**config.mk**
```make
export PLATFORM = sky130hd
export DESIGN_NAME = life_gen_ctrl
export DESIGN_NICKNAME = d
export VERILOG_FILES = /design/src/rtl/life_pkg.sv /design/src/rtl/life_row_rule.sv /design/src/rtl/life_gen_ctrl.sv
export SDC_FILE = /design/constraint.sdc
export NUM_CORES = 1
export LEC_CHECK = 0
export ABC_AREA = 0
export CORE_MARGIN = 1.5
export CORE_UTILIZATION = 55
export CTS_CLUSTER_DIAMETER = 50
export DETAILED_ROUTE_END_ITERATION = 7
export MAX_ROUTING_LAYER = met4
export PLACE_DENSITY = 0.8
export SKIP_LAST_GASP = 1
export SLEW_MARGIN = 20
export SYNTH_ARGS = -nofsm -noshare
export SYNTH_HDL_FRONTEND = slang
export SYNTH_HIERARCHICAL = 1
export SYNTH_SLANG_ARGS = --single-unit
```
**constraint.sdc**
```tcl
create_clock -name clk -period 5.9 [get_ports clk]
set_clock_uncertainty 0.1 [all_clocks]
set_input_delay 1.18 -clock clk [delete_from_list [all_inputs] [get_ports clk]]
set_output_delay 1.18 -clock clk [all_outputs]
set_load 0.1 [all_outputs]
```
**src/rtl/life_pkg.sv**
```systemverilog
// life_pkg: shared state encoding, sizing constants and the Game-of-Life cell rule.
package life_pkg;
    typedef enum logic [3:0] {IDLE, PRIME0, PRIME1, PRIME2, PRIME3, EVAL, SHIFT, GEN_END, DONE} state_t;
    localparam int CNT_W = 4;
    localparam int DEF_ROWS = 8;
    localparam int DEF_COLS = 8;
    // Count is four bits wide so a fully surrounded cell sees 8, not 0.
    function automatic logic cell_next(input logic [7:0] nbrs, input logic alive);
        logic [CNT_W-1:0] cnt;
        cnt = '0;
        for (int i = 0; i < 8; i++) cnt = cnt + CNT_W'(nbrs[i]);
        return (cnt == CNT_W'(3)) | (alive & (cnt == CNT_W'(2)));
    endfunction
endpackage

```
**src/rtl/life_row_rule.sv**
```systemverilog
// life_row_rule: combinational next-state of one row from a 3-row window, columns wrap toroidally.
module life_row_rule
    import life_pkg::*;
#(
    parameter int COLS = DEF_COLS
) (
    input  logic [COLS-1:0] i_top,
    input  logic [COLS-1:0] i_mid,
    input  logic [COLS-1:0] i_bot,
    output logic [COLS-1:0] o_next
);
    genvar c;
    for (c = 0; c < COLS; c++) begin : g_col
        localparam int L = (c + COLS - 1) % COLS;
        localparam int R = (c + 1) % COLS;
        assign o_next[c] = cell_next({i_top[L], i_top[c], i_top[R], i_mid[L], i_mid[R],
                                      i_bot[L], i_bot[c], i_bot[R]}, i_mid[c]);
    end
endmodule

```
**src/rtl/life_gen_ctrl.sv**
```systemverilog
// life_gen_ctrl: ping-pong generation sequencer streaming rows through a 3-row window.
module life_gen_ctrl
    import life_pkg::*;
#(
    parameter int ROWS   = DEF_ROWS,
    parameter int COLS   = DEF_COLS,
    parameter int ROW_AW = 3,
    parameter int GEN_W  = 16
) (
    input  logic              clk,
    input  logic              rst,
    input  logic              start,
    input  logic [GEN_W-1:0]  num_gens,
    input  logic              stop,
    output logic              busy,
    output logic              done,
    output logic              cur_bank,
    output logic [GEN_W-1:0]  gen_count,
    output logic              rd_en,
    output logic [ROW_AW:0]   rd_addr,
    input  logic [COLS-1:0]   rd_data,
    output logic              wr_en,
    output logic [ROW_AW:0]   wr_addr,
    output logic [COLS-1:0]   wr_data
);
    state_t              r_state;
    logic [ROW_AW-1:0]   r_row;
    logic [GEN_W-1:0]    r_remaining;
    logic [GEN_W-1:0]    r_gen;
    logic [COLS-1:0]     r_top, r_mid, r_bot;
    logic                r_busy, r_done, r_bank;
    logic [COLS-1:0]     w_next;
    logic [ROW_AW-1:0]   w_ahead, w_rd_row;
    logic                w_cap, w_last;

    life_row_rule #(.COLS(COLS)) u_rule (
        .i_top (r_top),
        .i_mid (r_mid),
        .i_bot (r_bot),
        .o_next(w_next)
    );

    // Memory strobes decode straight from the registered state so the write
    // row pairs with the window captured on the previous edge.
    always_comb begin
        w_last   = r_row == ROW_AW'(ROWS - 1);
        w_ahead  = r_row >= ROW_AW'(ROWS - 2) ? r_row - ROW_AW'(ROWS - 2) : r_row + ROW_AW'(2);
        w_rd_row = r_state == PRIME0 ? ROW_AW'(ROWS - 1) :
                   r_state == PRIME1 ? '0 :
                   r_state == PRIME2 ? ROW_AW'(1) : w_ahead;
        w_cap    = r_state == PRIME1 || r_state == PRIME2 || r_state == PRIME3 || r_state == SHIFT;
        rd_en    = r_state == PRIME0 || r_state == PRIME1 || r_state == PRIME2 || (r_state == EVAL && !w_last);
        rd_addr  = {r_bank, w_rd_row};
        wr_en    = r_state == EVAL;
        wr_addr  = {~r_bank, r_row};
        wr_data  = w_next;
        busy      = r_busy;
        done      = r_done;
        cur_bank  = r_bank;
        gen_count = r_gen;
    end

    always_ff @(posedge clk or posedge rst) begin
        if (rst) begin
            r_state     <= IDLE;
            r_row       <= '0;
            r_remaining <= '0;
            r_gen       <= '0;
            r_top       <= '0;
            r_mid       <= '0;
            r_bot       <= '0;
            r_busy      <= 1'b0;
            r_done      <= 1'b0;
            r_bank      <= 1'b0;
        end else begin
            r_done <= 1'b0;
            if (w_cap) {r_top, r_mid, r_bot} <= {r_mid, r_bot, rd_data};
            case (r_state)
                IDLE: if (start) begin
                    r_busy      <= 1'b1;
                    r_remaining <= num_gens;
                    r_gen       <= '0;
                    r_state     <= num_gens == '0 ? DONE : PRIME0;
                end
                PRIME0: r_state <= PRIME1;
                PRIME1: r_state <= PRIME2;
                PRIME2: r_state <= PRIME3;
                PRIME3: begin
                    r_row   <= '0;
                    r_state <= EVAL;
                end
                EVAL: r_state <= w_last ? GEN_END : SHIFT;
                SHIFT: begin
                    r_row   <= r_row + ROW_AW'(1);
                    r_state <= EVAL;
                end
                GEN_END: begin
                    r_bank      <= ~r_bank;
                    r_gen       <= r_gen + GEN_W'(1);
                    r_remaining <= r_remaining - GEN_W'(1);
                    r_state     <= (r_remaining == GEN_W'(1) || stop) ? DONE : PRIME0;
                end
                DONE: begin
                    r_done  <= 1'b1;
                    r_busy  <= 1'b0;
                    r_state <= IDLE;
                end
                default: r_state <= IDLE;
            endcase
        end
    end
endmodule

```
==> summary.txt, run 1 <==
Outcome
  – Status: finished clean

Placed design
  – DP Wirelength: approximately 7 mm
  – Gpl congestion: 0.8794
  – Port Buffers: 64
  – Placed Instance Area: 5284 µm²

STA
  – Setup TNS: 0 ns
  – Fin crit share: 84.04%
  – RSZ-0062 raised after global routing: false
  – Final min period: 4.958 ns
  – Final Hold Viols: 0
  – Final Max Tran Viols: 0
  – Peak Freq: 201.7 MHz
  – Hold WS: 0.3884 ns
  – Final setup vio count: 0
  – Rel. slew slack: 34.41%
  – Tightest Pin Transition: slightly below 1 ns

Floorplanning
  – Core Region: 8134 µm²
  – Die Height: roughly 94 µm
  – Die ar.: about 8900 µm²
  – Core Rows: 33
  – Initial Util: 56.36%
  – Ports: between 60 and 70
  – Die W: around 94 µm

Critical path
  – R2R Setup Slk: 3.11 ns
  – WP data arrival: 3.68 ns
  – Setup crit end kind: primary output
  – Crit start category: flop
  – Crit Path Max Fanout: 4
  – Worst path required time: 4.62 ns
  – Crit Path Class: reg2out

Cells and area
  – Seq. cell area: 1652 µm²
  – Share of cells above drive strength 1: 12.05%
  – # fillers: 641
  – Final-stage net count: 607
  – Antenna diode count: 0
  – Final instance area: 5455 µm²
  – Area of the multi-input gates: 2633 µm²
  – Syn-to-layout area delta: 19.00%

GRT
  – Gr usage total: 23.45%
  – Most Used Layer, Global Route: met2
  – Grt met2 use: 38.37%
  – Met1 usage in global routing: 30.24%
  – GR Overflow Total: 0
  – First-pass GRT wire length: ~16 mm
  – Largest net degree at the start of global routing: 67
  – Initial antenna violation count: 0
  – Vias in the first global route: approximately 3500
  – Met3 Use GR: about 3.6%

Clocking
  – CTS root buf: clkbuf_8
  – CTS buffer count: 9
  – Postcts setup bufs: 0
  – Cts repair resizes: 0
  – H-tree depth: 3
  – Clock latency on the worst-skew pair: around 0.33 ns
  – Clk slew on worst S/H paths: 0.08 ns
  – Cts hold-fix bufs: 0
  – CTS tree: built
  – CTS Sinks: between 60 and 70
  – CTS max path bufs: 2

Synth
  – Count leader, synth: dfrtp_1
  – Most frequent cells after synthesis: dfrtp_1, inv_1, nand2_1
  – Fraction of registers with async set/reset: 100.0%
  – Synth top area cells: dfrtp_1, fa_1, ha_1, mux2_2, inv_1
  – Mapped Avg Cell Area: between 10 and 15 µm²
  – Syn. warnings: 6
  – Netlist Area Pre-Place: 4584 µm²
  – Synth area leader: dfrtp_1
  – Top FF cell, synth: dfrtp_1
  – Yosys reg bits: 66
  – Sequential fraction of the synthesis area: 36.03%
  – Post-Syn Nets: 545
  – EDFF count, synth: 0
  – Yosys cell types: 56
  – Cell count after synthesis: 456
  – Share of Yosys cell area claimed by the top area cell type: 36.03%

Route
  – DR iter-0 viols: 139
  – Post-Route WL: between 9 and 10 mm
  – Final antenna-violating net count: 0
  – Via count: 3632
  – TritonRoute pass-1 iters: 6
  – Routed len/inst: 15.39 µm
  – Via-to-Cell Ratio: 5.783
  – # DRC: 0

Job
  – Max Cap Viol: 0

Hold path
  – Hold Path Class: reg2reg
## kinds of logic (layout without fill, tap and decap cells)
group / count (synthesis) / count (layout) / share of synthesized area, %
buffers and inverters: 77 / 144 / 6.550
XOR/XNOR: 5 / 5 / 0.9554
AO/OA/AOI/OAI: 93 / 93 / 13.07
AND/OR/NAND/NOR: 126 / 126 / 14.71
flip-flops: 66 / 66 / 36.03
multiplexers: 28 / 28 / 6.796
adder cells (fa/ha/maj): 61 / 61 / 21.89
## registers in the layout, summed over array words and instances (netlist names)
signal	count
cur_bank	1
gen_count	16
done	1
r_bot	8
r_remaining	16
r_top	8
r_row	3
r_state	4
busy	1
r_mid	8
## cells in the final DEF, fill, tap and decap left out, types with 11 or more instances in the layout
cell	netlist	final
o21ai_0	29	29
dfrtp_1	66	66
inv_1	62	61
a21oi_1	22	22
fa_1	32	32
nor2_1	19	19
clkdlybuf4s50_1	0	56
nand2_1	39	39
ha_1	29	29
nand3_1	17	17
mux2_2	25	25
o211ai_1	11	11
## cell type report
type | count | area share (%)
multi-input cells | 313 | 48.26
flip-flops and latches | 66 | 30.28
repair buffers | 66 | 11.65
inverters | 62 | 4.266
clock buffers | 11 | 2.592
well taps | 105 | 2.408
clock inverters | 5 | 0.5505
## per-stage QoR
step | instances | worst slack (ns) | utilization [%]
after CTS | 628 | 0.9114 | 67.07
after global placement | 612 | 1.347 | 64.96
after floorplan | 456 | 0.3656 | -
after global routing | 628 | 0.7597 | 67.07
after detailed placement | 612 | 1.295 | 64.96
final | 628 | 0.9419 | 67.07
## worst max-delay path: stages (launching register included)
cell and delay (ns):
dfrtp_1 0.41, inv_1 0.08, fa_1 0.57, fa_1 0.43, fa_1 0.49, inv_1 0.04, ha_1 0.20, fa_1 0.39
or2_2 0.31, a21oi_1 0.13, buf_4 0.31
## path summary, 6_finish.rpt
kind / cells past startpoint / startpoint / endpoint
max in group asynchronous: 3 / rst / r_remaining[15]$_DFFE_PP0P_
worst min-delay path: 1 / gen_count[15]$_DFFE_PP0P_ / gen_count[15]$_DFFE_PP0P_
worst max register to register: 4 / r_state[1]$_DFFE_PP0P_ / r_remaining[9]$_DFFE_PP0P_
worst max-delay path: 10 / r_top[3]$_DFFE_PP0P_ / wr_data[4]
worst min register to register: 1 / gen_count[15]$_DFFE_PP0P_ / gen_count[15]$_DFFE_PP0P_
min in group asynchronous: 3 / rst / gen_count[15]$_DFFE_PP0P_
## per-layer routing
layer  vias up  wire [µm]  share of wire [%]
li1       1712          -                  -
met1      1803       4284                 44
met2       102       4848                 50
met3        15        379                3.9
met4         0        154                1.6
met5         -          0                  0
Power of run 1 is not shown: default switching activity piles up to over one toggle a cycle in this logic, so the estimate is an artifact.
==> run 2, diff against run 1 <==
==> constraint.sdc (replaced) <==
create_clock -name clk -period 5.15 [get_ports clk]
set_clock_uncertainty 0.1 [all_clocks]
set_input_delay 1.03 -clock clk [delete_from_list [all_inputs] [get_ports clk]]
set_output_delay 1.03 -clock clk [all_outputs]
set_load 0.1 [all_outputs]
==> summary.txt, run 2 (same netlist as run 1, synthesis figures left out) <==
GRT
  – Initial antenna violation count: 0
  – Vias in the first global route: 3696
  – GR Overflow Total: 0
  – First-pass GRT wire length: 16.87 mm
  – Gr usage total: 24.98%
  – Largest net degree at the start of global routing: 40

Cells and area
  – Most frequent cells in the layout: dfrtp_1, inv_1, clkdlybuf4s50_1, nand2_1, fa_1
  – Commonest non-fill, non-tap cell in the layout: dfrtp_1
  – Final-stage net count: 607
  – Syn-to-layout area delta: 21.21%
  – # fillers: approximately 650
  – Antenna diode count: 0
  – Share of cells above drive strength 1: 13.05%

Clocking
  – CTS buffer count: 9
  – Cts repair resizes: 0
  – H-tree depth: 3
  – Cts hold-fix bufs: 0
  – CTS Sinks: 66
  – Clock latency on the worst-skew pair: 0.33 ns
  – CTS root buf: clkbuf_8
  – CTS max path bufs: 2
  – Postcts setup bufs: 0
  – Clk slew on worst S/H paths: 0.07 ns
  – CTS tree: built

Floorplanning
  – Core Region: 8134 µm²
  – Die ar.: just under 9000 µm²
  – Ports: 65
  – Core Rows: 33
  – Die W: about 94 µm
  – Die Height: 94.30 µm
  – Initial Util: a little under three fifths

Critical path
  – Crit Path Class: reg2out
  – Reg-to-Reg Start: r_state[1]$_DFFE_PP0P_
  – Worst Setup SP: r_top[1]$_DFFE_PP0P_
  – Crit start category: flop
  – WP data arrival: 3.62 ns
  – Crit Path Max Fanout: 3
  – Setup crit end kind: primary output
  – Worst path required time: 4.02 ns

STA
  – Fin crit share: 92.26%
  – RSZ-0062 raised after global routing: false
  – Setup TNS: 0 ns
  – Final setup vio count: 0
  – Tightest Pin Transition: 0.9765 ns
  – Final Max Tran Viols: 0
  – Peak Freq: 210.5 MHz
  – Final Hold Viols: 0
  – Rel. slew slack: 34.70%
  – Final min period: 4.751 ns

Outcome
  – Status: finished clean

Job
  – Max Cap Viol: 0

Route
  – TritonRoute pass-1 iters: 4
  – Routed len/inst: around 15 µm
  – Via count: 3610
  – Met3 wire length: 352 µm
  – Final antenna-violating net count: 0
  – Post-Route WL: 9.672 mm
  – Via-to-Cell Ratio: 5.767
  – # DRC: 0
  – DR iter-0 viols: 174
  – Metal2 WL: around 5.0 mm
  – Uppermost routed layer: met4
  – Met1 WL: between 4 and 5 mm

Placed design
  – DP Wirelength: 7.365 mm
  – Gpl congestion: 0.8361
  – Port Buffers: 64

Hold path
  – Hold_sp: gen_count[15]$_DFFE_PP0P_
  – Hold Path Class: reg2reg
==> run 2: cell count changes in the layout (fill, tap and decap cells not counted) <==
cell and delta:
clkinv_2 -1, buf_4 -7, a21oi_1 -7, a21oi_2 +7
clkinvlp_4 -1, buf_12 +7
==> run 2: path summary, 6_finish.rpt <==
kind | endpoint | slack (ns) | cells after the start
max | wr_data[1] | 0.40 | 10
min | gen_count[15]$_DFFE_PP0P_ | 0.39 | 1
max reg2reg | r_remaining[9]$_DFFE_PP0P_ | 2.41 | 4
min reg2reg | gen_count[15]$_DFFE_PP0P_ | 0.39 | 1
max in group asynchronous | r_remaining[6]$_DFFE_PP0P_ | 2.97 | 3
min in group asynchronous | r_bot[1]$_DFFE_PP0P_ | 1.08 | 2
==> run 2: cell type report <==
cell class                      count  area, µm²  share of cell area, %
Multi-Input combinational cell    313       2659                  47.85
Sequential cell                    66       1652                  29.72
Timing Repair Buffer               66      723.2                  13.02
Inverter                           62      232.7                  4.188
Clock buffer                       11      141.4                  2.544
Tap cell                          105      131.4                  2.364
Clock inverter                      3      17.52                 0.3152
==> run 2: critical path, stage by stage (launching register included) <==
cell	delay, ns
dfrtp_1	0.38
inv_1	0.16
fa_1	0.46
fa_1	0.46
fa_1	0.50
inv_1	0.06
ha_1	0.21
fa_1	0.38
or2_2	0.29
a21oi_2	0.20
buf_12	0.20
==> run 2: metal layers <==
layer | vias up | GRT usage (%)
li1 | 1717 | -
met1 | 1799 | 29.61
met2 | 78 | 43.23
met4 | 0 | 8.209
met3 | 16 | 4.207
met5 | - | -
==> run 2: through the flow <==
step	setup slack [ns]	cell area, µm²	hold WS, ns	instances	utilization (%)
detailed placement	0.7245	5398	0.3825	612	66.36
floorplan	0.3198	4611	0.3807	456	-
finish	0.3986	5557	0.3867	626	68.31
CTS	0.3647	5557	0.3926	626	68.31
global placement	0.8099	5398	0.3683	612	66.36
global route	0.2314	5557	0.4067	626	68.31
Power of run 2 is left out for the same reason.
